===== src/rtl/aes_byte_scanner_if.sv =====
// Block handshake and byte-display bus between the AES result source and the scanner.
// The scanner drives the display side; the source drives the block and the hold request.
interface aes_byte_scanner_if;
  logic         blk_valid;
  logic [127:0] blk_data;
  logic         blk_ready;
  logic         hold;
  logic [7:0]   byte_out;
  logic [3:0]   byte_idx;
  logic         byte_valid;
  logic         done;
  logic         ovf;

  modport slave (
    input  blk_valid, blk_data, hold,
    output blk_ready, byte_out, byte_idx, byte_valid, done, ovf
  );

  modport master (
    output blk_valid, blk_data, hold,
    input  blk_ready, byte_out, byte_idx, byte_valid, done, ovf
  );
endinterface


===== src/rtl/aes_byte_scanner.sv =====
// Latches one 128-bit AES block and shows it a byte at a time, MSB byte first,
// holding each byte for DWELL clocks, for the BCD / seven-segment display path.
module aes_byte_scanner #(
  parameter int unsigned DWELL = 4,
  parameter bit          LOOP  = 1'b0
) (
  input  logic               clk,
  input  logic               rst_n,
  aes_byte_scanner_if.slave  bus
);

  localparam int unsigned CW = $clog2(DWELL + 1);

  typedef enum logic [0:0] {IDLE, SHOW} state_e;

  state_e         state_q, state_d;
  logic [127:0]   data_q, data_d;
  logic [3:0]     idx_q, idx_d;
  logic [CW-1:0]  dwell_q, dwell_d;
  logic           ready_q, ready_d;
  logic [7:0]     byte_q, byte_d;
  logic           valid_q, valid_d;
  logic           done_q, done_d;
  logic           ovf_q, ovf_d;
  logic [127:0]   shifted;

  logic accept;
  logic last_dwell;

  assign accept     = bus.blk_valid && ready_q;
  assign last_dwell = (dwell_q == CW'(DWELL - 1));

  // State and datapath registers
  always_ff @(posedge clk) begin
    if (!rst_n) begin
      state_q <= IDLE;
      data_q  <= '0;
      idx_q   <= '0;
      dwell_q <= '0;
      ready_q <= 1'b1;
      byte_q  <= '0;
      valid_q <= 1'b0;
      done_q  <= 1'b0;
      ovf_q   <= 1'b0;
    end else begin
      state_q <= state_d;
      data_q  <= data_d;
      idx_q   <= idx_d;
      dwell_q <= dwell_d;
      ready_q <= ready_d;
      byte_q  <= byte_d;
      valid_q <= valid_d;
      done_q  <= done_d;
      ovf_q   <= ovf_d;
    end
  end

  // Next-state: dwell/idx stepping, end of scan, accept (accept overrides end of scan)
  always_comb begin
    state_d = state_q;
    data_d  = data_q;
    idx_d   = idx_q;
    dwell_d = dwell_q;
    done_d  = 1'b0;
    ovf_d   = ovf_q;
    ready_d = ready_q;
    valid_d = valid_q;
    byte_d  = byte_q;
    shifted = '0;

    if (bus.blk_valid && !ready_q) begin
      ovf_d = 1'b1;
    end

    case (state_q)
      IDLE: begin
      end
      SHOW: begin
        if (!bus.hold) begin
          if (last_dwell) begin
            dwell_d = '0;
            if (idx_q != 4'd15) begin
              idx_d = idx_q + 4'd1;
            end else begin
              done_d = 1'b1;
              if (LOOP) begin
                idx_d = '0;
              end else begin
                state_d = IDLE;
              end
            end
          end else begin
            dwell_d = dwell_q + CW'(1);
          end
        end
      end
      default: state_d = IDLE;
    endcase

    if (accept) begin
      data_d  = bus.blk_data;
      idx_d   = '0;
      dwell_d = '0;
      state_d = SHOW;
      ovf_d   = 1'b0;
      done_d  = 1'b0;
    end

    ready_d = LOOP ? 1'b1 : (state_d == IDLE);
    valid_d = (state_d == SHOW);
    // In IDLE data and idx are unchanged, so the shown byte naturally holds
    shifted = data_d << {idx_d, 3'b000};
    byte_d  = shifted[127:120];
  end

  assign bus.blk_ready  = ready_q;
  assign bus.byte_out   = byte_q;
  assign bus.byte_idx   = idx_q;
  assign bus.byte_valid = valid_q;
  assign bus.done       = done_q;
  assign bus.ovf        = ovf_q;

endmodule


===== src/flat_wrapper.sv =====
// flat-port wrapper written by rule: the top's interface ports become plain ports
module aes_byte_scanner_flat 
#(
  parameter int unsigned DWELL = 4,
  parameter bit          LOOP  = 1'b0
)
  (clk, rst_n, bus_blk_valid, bus_blk_data, bus_hold, bus_blk_ready, bus_byte_out, bus_byte_idx, bus_byte_valid, bus_done, bus_ovf);
  aes_byte_scanner_if bus_i ();
  input  logic clk;
  input  logic rst_n;
  input wire logic [$bits(bus_i.blk_valid)-1:0] bus_blk_valid;
  input wire logic [$bits(bus_i.blk_data)-1:0] bus_blk_data;
  input wire logic [$bits(bus_i.hold)-1:0] bus_hold;
  output wire logic [$bits(bus_i.blk_ready)-1:0] bus_blk_ready;
  output wire logic [$bits(bus_i.byte_out)-1:0] bus_byte_out;
  output wire logic [$bits(bus_i.byte_idx)-1:0] bus_byte_idx;
  output wire logic [$bits(bus_i.byte_valid)-1:0] bus_byte_valid;
  output wire logic [$bits(bus_i.done)-1:0] bus_done;
  output wire logic [$bits(bus_i.ovf)-1:0] bus_ovf;
  assign bus_i.blk_valid = bus_blk_valid;
  assign bus_i.blk_data = bus_blk_data;
  assign bus_i.hold = bus_hold;
  assign bus_blk_ready = bus_i.blk_ready;
  assign bus_byte_out = bus_i.byte_out;
  assign bus_byte_idx = bus_i.byte_idx;
  assign bus_byte_valid = bus_i.byte_valid;
  assign bus_done = bus_i.done;
  assign bus_ovf = bus_i.ovf;
  aes_byte_scanner #(.DWELL(DWELL), .LOOP(LOOP)) u_core (.clk(clk), .rst_n(rst_n), .bus(bus_i));
endmodule

===== config.mk =====
export PLATFORM = sky130hd
export DESIGN_NAME = aes_byte_scanner_flat
export DESIGN_NICKNAME = d
export VERILOG_FILES = /design/src/rtl/aes_byte_scanner_if.sv /design/src/rtl/aes_byte_scanner.sv /design/src/flat_wrapper.sv
export SDC_FILE = /design/constraint.sdc
export NUM_CORES = 1
export LEC_CHECK = 0
export BUFFER_PORTS_ARGS = -buffer_cell sky130_fd_sc_hd__buf_2
export CAP_MARGIN = 20
export CORE_UTILIZATION = 47
export CTS_BUF_LIST = sky130_fd_sc_hd__clkbuf_16
export CTS_CLUSTER_DIAMETER = 40
export DETAILED_ROUTE_END_ITERATION = 12
export PLACE_DENSITY = 0.71
export SLEW_MARGIN = 20
export SYNTH_ARGS = -nofsm -noshare
export SYNTH_HDL_FRONTEND = slang
export SYNTH_SLANG_ARGS = --single-unit

===== constraint.sdc =====
create_clock -name clk -period 2.5 [get_ports clk]
set_input_delay 0.5 -clock clk [delete_from_list [all_inputs] [get_ports clk]]
set_output_delay 0.5 -clock clk [all_outputs]
set_load 0.1 [all_outputs]

# After elaboration in Yosys (flattened, before gate mapping)
# Index checks and enable logic that the tools add are counted.
[word_totals] register_bits=147
[op_classes] addsub=2 n_eq_ne=2 shifts=1 muxes=13 bitwise_logic=5 n_reduce_logical=6
[ops] op="$mux W128" n=1
[ops] op="$shl A128 B7 Y128" n=1
[ops] op="$mux W4" n=5
[ops] op="$mux W1" n=6
[ops] op="$not A1 Y1" n=5
[ops] op="$reduce_or A5 Y1" n=1
[ops] op="$add A4 B1 Y4 const B" n=1
[ops] op="$ne A4 B4 Y1 const B" n=1
[ops] op="$add A3 B1 Y3 const B" n=1
[ops] op="$eq A3 B2 Y1 const B" n=1
[ops] op="$mux W3" n=1
[ops] op="$logic_and A1 B1 Y1" n=2
[ops] op="$reduce_and A2 Y1" n=1
[ops] op="$reduce_or A2 Y1" n=1
[ops] op="$logic_not A1 Y1" n=1

# Depth between registers and ports, before layout
# Gate-level depths: netlist of run 1.
[logic_depth] depth_word=7 mapped_depth=11 depth_no_buf=7

# Worst setup path after synthesis of run 1
# No wires, ideal clock.
[synth_timing] path_type="reg2reg" from="register u_core.idx_q[1] (netlist: u_core.bus.byte_idx[1])" to="register u_core.byte_q[0] (netlist: u_core.bus.byte_out[0])" arrival_ns=2.842 required_ns=2.372 slack_ns=-0.470 path_stages_with_launch=9 path_buffers=1 period_less_slack_ns=2.970 path_cell_list="dfxtp_1 ha_1 and3_1 clkbuf_1 o21ai_0 nand2_1 mux4_2 a21oi_1 a32oi_1"
[synth_via] elab_chain_cells=7 word_cells_on_any_way=8
[synth_rtl] element="start: declaration" line_no="aes_byte_scanner.sv:18" source="logic [3:0] idx_q, idx_d;"
[synth_rtl] element="start signal: assignment" line_no="aes_byte_scanner.sv:48" source="idx_q <= idx_d;"
[synth_rtl] element="$add A4 B1 Y4 or $ne A4 B4 Y1 (tied branches)" line_no="aes_byte_scanner.sv:83, aes_byte_scanner.sv:82"
[synth_rtl] element="$mux W4" line_no="aes_byte_scanner.sv:82" source="if (idx_q != 4'd15) begin"
[synth_rtl] element="$mux W4" line_no="aes_byte_scanner.sv:80" source="if (last_dwell) begin"
[synth_rtl] element="$mux W4" line_no="aes_byte_scanner.sv:79" source="if (!bus.hold) begin"
[synth_rtl] element="$mux W4 (*)" line_no="aes_byte_scanner.sv:75" source="case (state_q)"
[synth_rtl] element="$mux W4 (*)" line_no="aes_byte_scanner.sv:100" source="if (accept) begin"
[synth_rtl] element="$shl A128 B7 Y128 (*)" line_no="aes_byte_scanner.sv:112" source="shifted = data_d << {idx_d, 3'b000};"
[synth_rtl] element="end signal: assignment" line_no="aes_byte_scanner.sv:51" source="byte_q <= byte_d;"
[synth_rtl] element="end: declaration" line_no="aes_byte_scanner.sv:21" source="logic [7:0] byte_q, byte_d;"
# Every way passes the cells marked *; elsewhere a longest branch is shown, timed or not.
# A chain may end at the register's enable or synchronous reset.

# Worst setup path in the final report of run 1
[layout_timing] from="register u_core.idx_q[0] (netlist: u_core.bus.byte_idx[0])" to="register u_core.byte_q[0] (netlist: u_core.bus.byte_out[0])"
# Same word-level chain as after synthesis.

==> metrics.txt, run 1 <==
Post-DP Area 7810 um2; Die H 122 um; outcome complete, no violations; initial antenna violation count 0; Primary FF master, synth dfxtp_1; highest metal used met4; met2 wire length 8260 um; slowest stage delay, CP 0.36 ns; relative slew slack 43.0%; Final Critical Period 2.39 ns; Core Region 14000 um2; vias in the first global route 5801; P_int 4190 uW; Post-synth ARST share 0%; Ant. Diodes 0; clock latency at the later pin of the worst-skew pair 0.43 ns; cell area after layout 8400 um2; arrival time at the worst endpoint 2.69 ns; Initial DRT Pass Iterations 5; fin nets 1096; total gr overflow 0; number of port buffers 147; synthesized cell area 6770 um2; worst r2r dst u_core.bus.byte_out[0]; syn_area_per_cell 8.19 um2; die width 122 um; Num CTS Buffers 17; most common cell after layout, fill and taps aside nand2_1; RR Startpoint u_core.bus.byte_idx[0]; Synth Register Bits 147; DR DRC count 0; Total Wirelength 19100 um; Net Count, Synth 960; largest net degree at the start of global routing 76; CTS tree built; slowest cell on the critical path dfxtp_4; most frequent cells in the layout nand2_1 (222), buf_2 (147), dfxtp_1 (141), a21boi_0 (104), a21oi_1 (36); reg2reg setup slack 0.11 ns; Pwr per Cell Area 673 nW/um2; share of cells above drive strength 1 24.7%; worst setup path endpoint u_core.bus.byte_out[0]; R2R depth 8; Reg clk slew, reported paths 0.06 ns; period utilization 95.6%; Detail Placement HPWL 13700 um; pre-CTS setup slack -0.110 ns; critical path required time 2.80 ns; Worst Min Path Start bus_blk_data[9]; CP Capture Type flop; number of enable flip-flop cells after synthesis 0; vias per inst 5.47; area grow syn2layout 24.1%; Final WS setup 0.109 ns; Worst Tran Pin Value 0.854 ns; crit path from u_core.bus.byte_idx[0]; critical path type reg2reg; total die area 14900 um2; cell count after synthesis 826; clock group share of total power 42.6%; max-slew violation count 0; Comb power frac 12.0%; share of power burned in registers 45.3%; Switching Power 1460 uW; # IOs 148; final hold vios 0; Synthesis Warnings 0; wire per inst 16.5 um; Clock Sinks 147; CP Cell Sequence ha_1 -> and3_1 -> o21ai_0 -> a21o_1 -> buf_4 -> mux2_2 -> a22oi_1 -> a32oi_1; Routability Congestion 0.929; LEAKAGE 0.00344 uW; Peak supply drop 0.472 mV; setup TNS 0 ns; register area share after synthesis 43.5%; max-cap viol count 0; 1st-iter DRT viols 553; metal1 wirelength 8860 um; f_max 418 MHz; Site Rows 43; global-route wire length before repair 29800 um; Starting Density 48.4%; register area 2960 um2; hold_buf cts 0; Setup crit start kind flop; RSZ-0062 raised after global routing false; endpoints failing setup 0; synth unique cells 52; post-layout util 60.0%; clk buf depth 2; area of the multi-input gates 3580 um2; H-tree levels 4; metal3 WL 1540 um; Layout Skew 0.0106 ns; fillers 1279; root buf cell clkbuf_16; All-Layer GR Usage 26.7%; Worst Hold Class in2reg; Vias 6313; Antenna Nets Post-Route 0; CP Max Fanout 18; Sw Share 25.8%
[worst max-delay path: cells and delay by family, from the launching register on]
kind / cells / cell delay [ns]
AO/OA/AOI/OAI: 4 / 0.79
flip-flops: 1 / 0.36
multiplexers: 1 / 0.36
AND/OR/NAND/NOR: 1 / 0.26
buffers and inverters: 1 / 0.26
adder cells (fa/ha/maj): 1 / 0.24
[cell usage after synthesis (3+ instances only)]
master	count	area, um2
o32a_1	5	50.1
dfxtp_1	147	2940
nand2_1	223	837
nor4_1	5	31.3
buf_2	13	65.1
o21ai_1	5	25.0
a21oi_1	36	180
nand3_1	28	140
and2_1	6	37.5
a21boi_0	105	788
a211oi_1	11	82.6
nand4_1	12	75.1
and3_1	8	50.1
mux2i_1	23	230
a31oi_1	3	18.8
buf_1	4	15.0
a31o_2	7	61.3
nor2b_1	24	150
a311oi_1	12	105
nor3_1	14	70.1
inv_1	3	11.3
nor2_1	16	60.1
mux2_2	3	33.8
o21ai_0	30	150
clkbuf_1	46	173
a22oi_1	3	22.5
[timing repair]
action | CTS | global route
setup buffers | 0 | 0
setup endpoints to repair | 2 | 6
hold endpoints to repair | 0 | 0
gates resized for setup | 1 | 3
cloned | 0 | 0
pin swaps | 0 | 0
[per-stage QoR]
step           hold WS [ns]  cells  total power (uW)
3_3_place_gp          0.448   1123              3280
2_1_floorplan         0.439    826              3020
6_report              0.321   1155              5650
3_5_place_dp          0.455   1123              3290
4_1_cts               0.305   1155              5680
5_1_grt               0.317   1155              5870
[power by group through the flow]
stage,Combinational [uW],Clock (uW),Sequential [uW]
floorplan,359,0,2660
CTS,682,2440,2560
detailed placement,678,0,2610
finish,680,2410,2560
global placement,674,0,2610
global route,755,2540,2570
[layer usage]
metal | vias to the layer above | GRT usage (%)
li1 | 3164 | -
met1 | 2866 | 35.7
met2 | 244 | 39.8
met3 | 39 | 8.01
met4 | 0 | 10.8
met5 | - | 0
[worst min path at each step]
| stage | end | slack (ns) | depth (start not counted) |
|---|---|---|---|
| 2_1_floorplan | u_core.data_q[24] | 0.44 | 2 |
| 3_3_place_gp | u_core.bus.ovf | 0.45 | 2 |
| 3_5_place_dp | u_core.bus.ovf | 0.46 | 2 |
| 4_1_cts | u_core.data_q[9] | 0.31 | 3 |
| 5_1_grt | u_core.data_q[45] | 0.32 | 3 |
| 6_report | u_core.data_q[9] | 0.32 | 3 |
[cell families (layout without fill, tap and decap cells)]
| group | count (synthesis) | in the layout | share of synthesized area (%) |
|---|---|---|---|
| AOI/OAI and AO/OA | 234 | 234 | 24.4 |
| adders and majority gates | 2 | 2 | 0.370 |
| buffers and inverters | 68 | 217 | 4.23 |
| DFF | 147 | 147 | 43.5 |
| muxes | 28 | 28 | 4.57 |
| and+or+nand+nor | 347 | 347 | 22.9 |
[registers in the layout (all words and copies together) (netlist names)]
| register | flops |
|---|---|
| u_core.bus.byte_out | 8 |
| u_core.dwell_q | 3 |
| u_core.data_q | 128 |
| u_core.state_q | 1 |
| u_core.bus.byte_idx | 4 |
| u_core.bus.blk_ready | 1 |
| u_core.bus.done | 1 |
| u_core.bus.ovf | 1 |
[area by class of cell]
| type | count | area share, % |
|---|---|---|
| Clock inverter | 15 | 1.54 |
| Multi-Input combinational cell | 611 | 42.6 |
| Sequential cell | 147 | 35.2 |
| Clock buffer | 17 | 5.07 |
| Tap cell | 180 | 2.68 |
| Timing Repair Buffer | 182 | 12.8 |
| Inverter | 3 | 0.134 |
Power figures use the tool's default switching activity.
==> inputs of run 2 (changes only) <==
--- a/config.mk
+++ b/config.mk
@@ -5,6 +5,7 @@
 export SDC_FILE = /design/constraint.sdc
 export NUM_CORES = 1
 export LEC_CHECK = 0
+export ABC_AREA = 1
 export BUFFER_PORTS_ARGS = -buffer_cell sky130_fd_sc_hd__buf_2
 export CAP_MARGIN = 20
 export CORE_UTILIZATION = 47
==> metrics.txt, run 2 <==
outcome complete, no violations; period utilization 85.0%; DR DRC count 0; top post-synthesis cells by count nand2_1 (149), dfxtp_1 (147), nor2_1 (136), mux2i_1 (112), nand3_1 (112); met2 wire length 7500 um; crit path from u_core.dwell_q[0]; post-layout util 58.9%; largest net degree at the start of global routing 92; CTS tree built; vias per inst 5.14; initial antenna violation count 0; cell family with most CP delay simple AND/OR/NAND/NOR gates; cell count after synthesis 793; max-cap viol count 0; Setup crit start kind flop; biggest area consumer among synthesized cells dfxtp_1; slowest stage delay, CP 0.36 ns; Peak supply drop 0.451 mV; root buf cell clkbuf_16; Largest register FFs 128; pre-CTS setup slack 0.289 ns; 1st-iter DRT viols 447; Vias 5701; Worst Tran Pin Value 0.515 ns; Num CTS Buffers 17; Yosys top cell area share 45.2%; Site Rows 42; Ant. Diodes 0; critical path required time 2.82 ns; f_max 470 MHz; Crit path depth 13; Detail Placement HPWL 11400 um; Core Region 13300 um2; Synthesis Warnings 0; Routability Congestion 0.802; syn_area_per_cell 8.20 um2; wire per inst 14.7 um; cell area after layout 7860 um2; Top reg by flops u_core.data_q; Clock Sinks 147; Final WS setup 0.374 ns; setup TNS 0 ns; area grow syn2layout 20.7%; CP Capture Type flop; # IOs 148; Synth Register Bits 147; total gr overflow 0; global-route wire length before repair 26800 um; clock group share of total power 39.1%; final hold vios 0; All-Layer GR Usage 24.1%; Sw Share 26.3%; Hold Slack 0.335 ns; fin nets 1058; arrival time at the worst endpoint 2.45 ns; R2R depth 13; Post-DP Area 7380 um2; slowest cell on the critical path dfxtp_1; Buf+Inv Stages, Crit Path 2; Comb power frac 14.4%; Primary FF master, synth dfxtp_1; register area share after synthesis 45.2%; Switching Power 1430 uW; highest metal used met4; worst r2r dst u_core.bus.byte_out[5]; number of enable flip-flop cells after synthesis 0; metal1 wirelength 7610 um; H-tree levels 4; die width 120 um; clock latency at the later pin of the worst-skew pair 0.43 ns; reg2reg setup slack 0.37 ns; CP Max Fanout 17; Post-synth ARST share 0%; Resized cells post-CTS 0; vias in the first global route 5510; share of cells above drive strength 1 23.4%; most frequent cells in the layout nand2_1 (148), buf_2 (147), dfxtp_1 (145), nor2_1 (136); Post-CTS Setup Inserts 0; Reg clk slew, reported paths 0.06 ns; worst setup path endpoint u_core.bus.byte_out[5]; relative slew slack 65.5%; share of power burned in registers 46.4%; critical path type reg2reg; Pwr per Cell Area 695 nW/um2; Worst Hold Class in2reg; P_int 4020 uW; fillers 1293; Net Count, Synth 927; hold_buf cts 0; synth unique cells 28; critical path's most frequent cell nand3_1; most common cell after layout, fill and taps aside nand2_1; CP Cell Sequence ha_1 -> nand2_2 -> nor2_4 -> nand2_2 -> nand2_4 -> nand3_4 -> inv_2 -> buf_4 -> nand2_1 -> nand3_1 -> nand3_1 -> nand3_1 -> nand2_1; Final Critical Period 2.13 ns; Starting Density 48.7%; Total Wirelength 16400 um; Die H 120 um; LEAKAGE 0.00412 uW; count leader, synth nand2_1; endpoints failing setup 0; RR Startpoint u_core.dwell_q[0]; clk buf depth 2; Antenna Nets Post-Route 0; RSZ-0062 raised after global routing false; total die area 14300 um2; Layout Skew 0.00548 ns; number of port buffers 147; Initial DRT Pass Iterations 5; max-slew violation count 0; metal3 WL 926 um; Synth area leaders dfxtp_1 (45%), mux2i_1 (17%), nand3_1 (8.6%); synthesized cell area 6510 um2
==> run 2: metal layers <==
metal	track usage, %	up-vias
met5	0	-
met2	37.5	182
met1	32.5	2631
met4	8.44	0
met3	5.61	26
li1	-	2862
==> run 2: area by class of cell <==
class	count	area (um2)	share of cell area, %
inverter	28	108	1.37
timing repair buffer	164	938	11.9
multi-input combinational	566	3160	40.3
sequential	147	2950	37.5
clock buffer	17	425	5.41
tap	176	220	2.80
clock inverter	12	55.1	0.701
==> run 2: cells by family after synthesis <==
| kind of cell | after synthesis | synth area share [%] |
|---|---|---|
| buffers and inverters | 80 | 6.25 |
| flip-flops | 147 | 45.2 |
| AO/OA/AOI/OAI | 26 | 2.48 |
| adder cells (fa/ha/maj) | 2 | 0.385 |
| AND/OR/NAND/NOR | 426 | 28.4 |
| multiplexers | 112 | 17.2 |
==> run 2: power by group through the flow <==
stage / sequential, uW / clock, uW / combinational [uW]
floorplan: 2660 / 0 / 472
global placement: 2580 / 0 / 783
detailed placement: 2590 / 0 / 787
CTS: 2540 / 2170 / 792
global route: 2550 / 2280 / 870
finish: 2540 / 2140 / 787
==> run 2: worst min-delay path by stage <==
stage	start	endpoint	slack, ns	cells past startpoint
after detailed placement	u_core.dwell_q[2]	u_core.dwell_q[2]	0.44	2
after floorplan	u_core.dwell_q[2]	u_core.dwell_q[2]	0.42	2
after global routing	bus_blk_data[82]	u_core.data_q[82]	0.33	3
after CTS	rst_n	u_core.bus.blk_ready	0.32	2
final	bus_blk_data[54]	u_core.data_q[54]	0.33	3
after global placement	u_core.dwell_q[2]	u_core.dwell_q[2]	0.44	2
==> run 2: worst min-delay path, delay by kind of cell <==
kind / cells / cell delay [ns]
simple gates: 1 / 0.08
buf+inv: 1 / 0.08
mux: 1 / 0.07
==> run 2: stage by stage <==
stage,total power [uW],cells
2_1_floorplan,3130,793
5_1_grt,5700,1110
4_1_cts,5500,1110
3_5_place_dp,3370,1081
3_3_place_gp,3360,1081
6_report,5460,1110
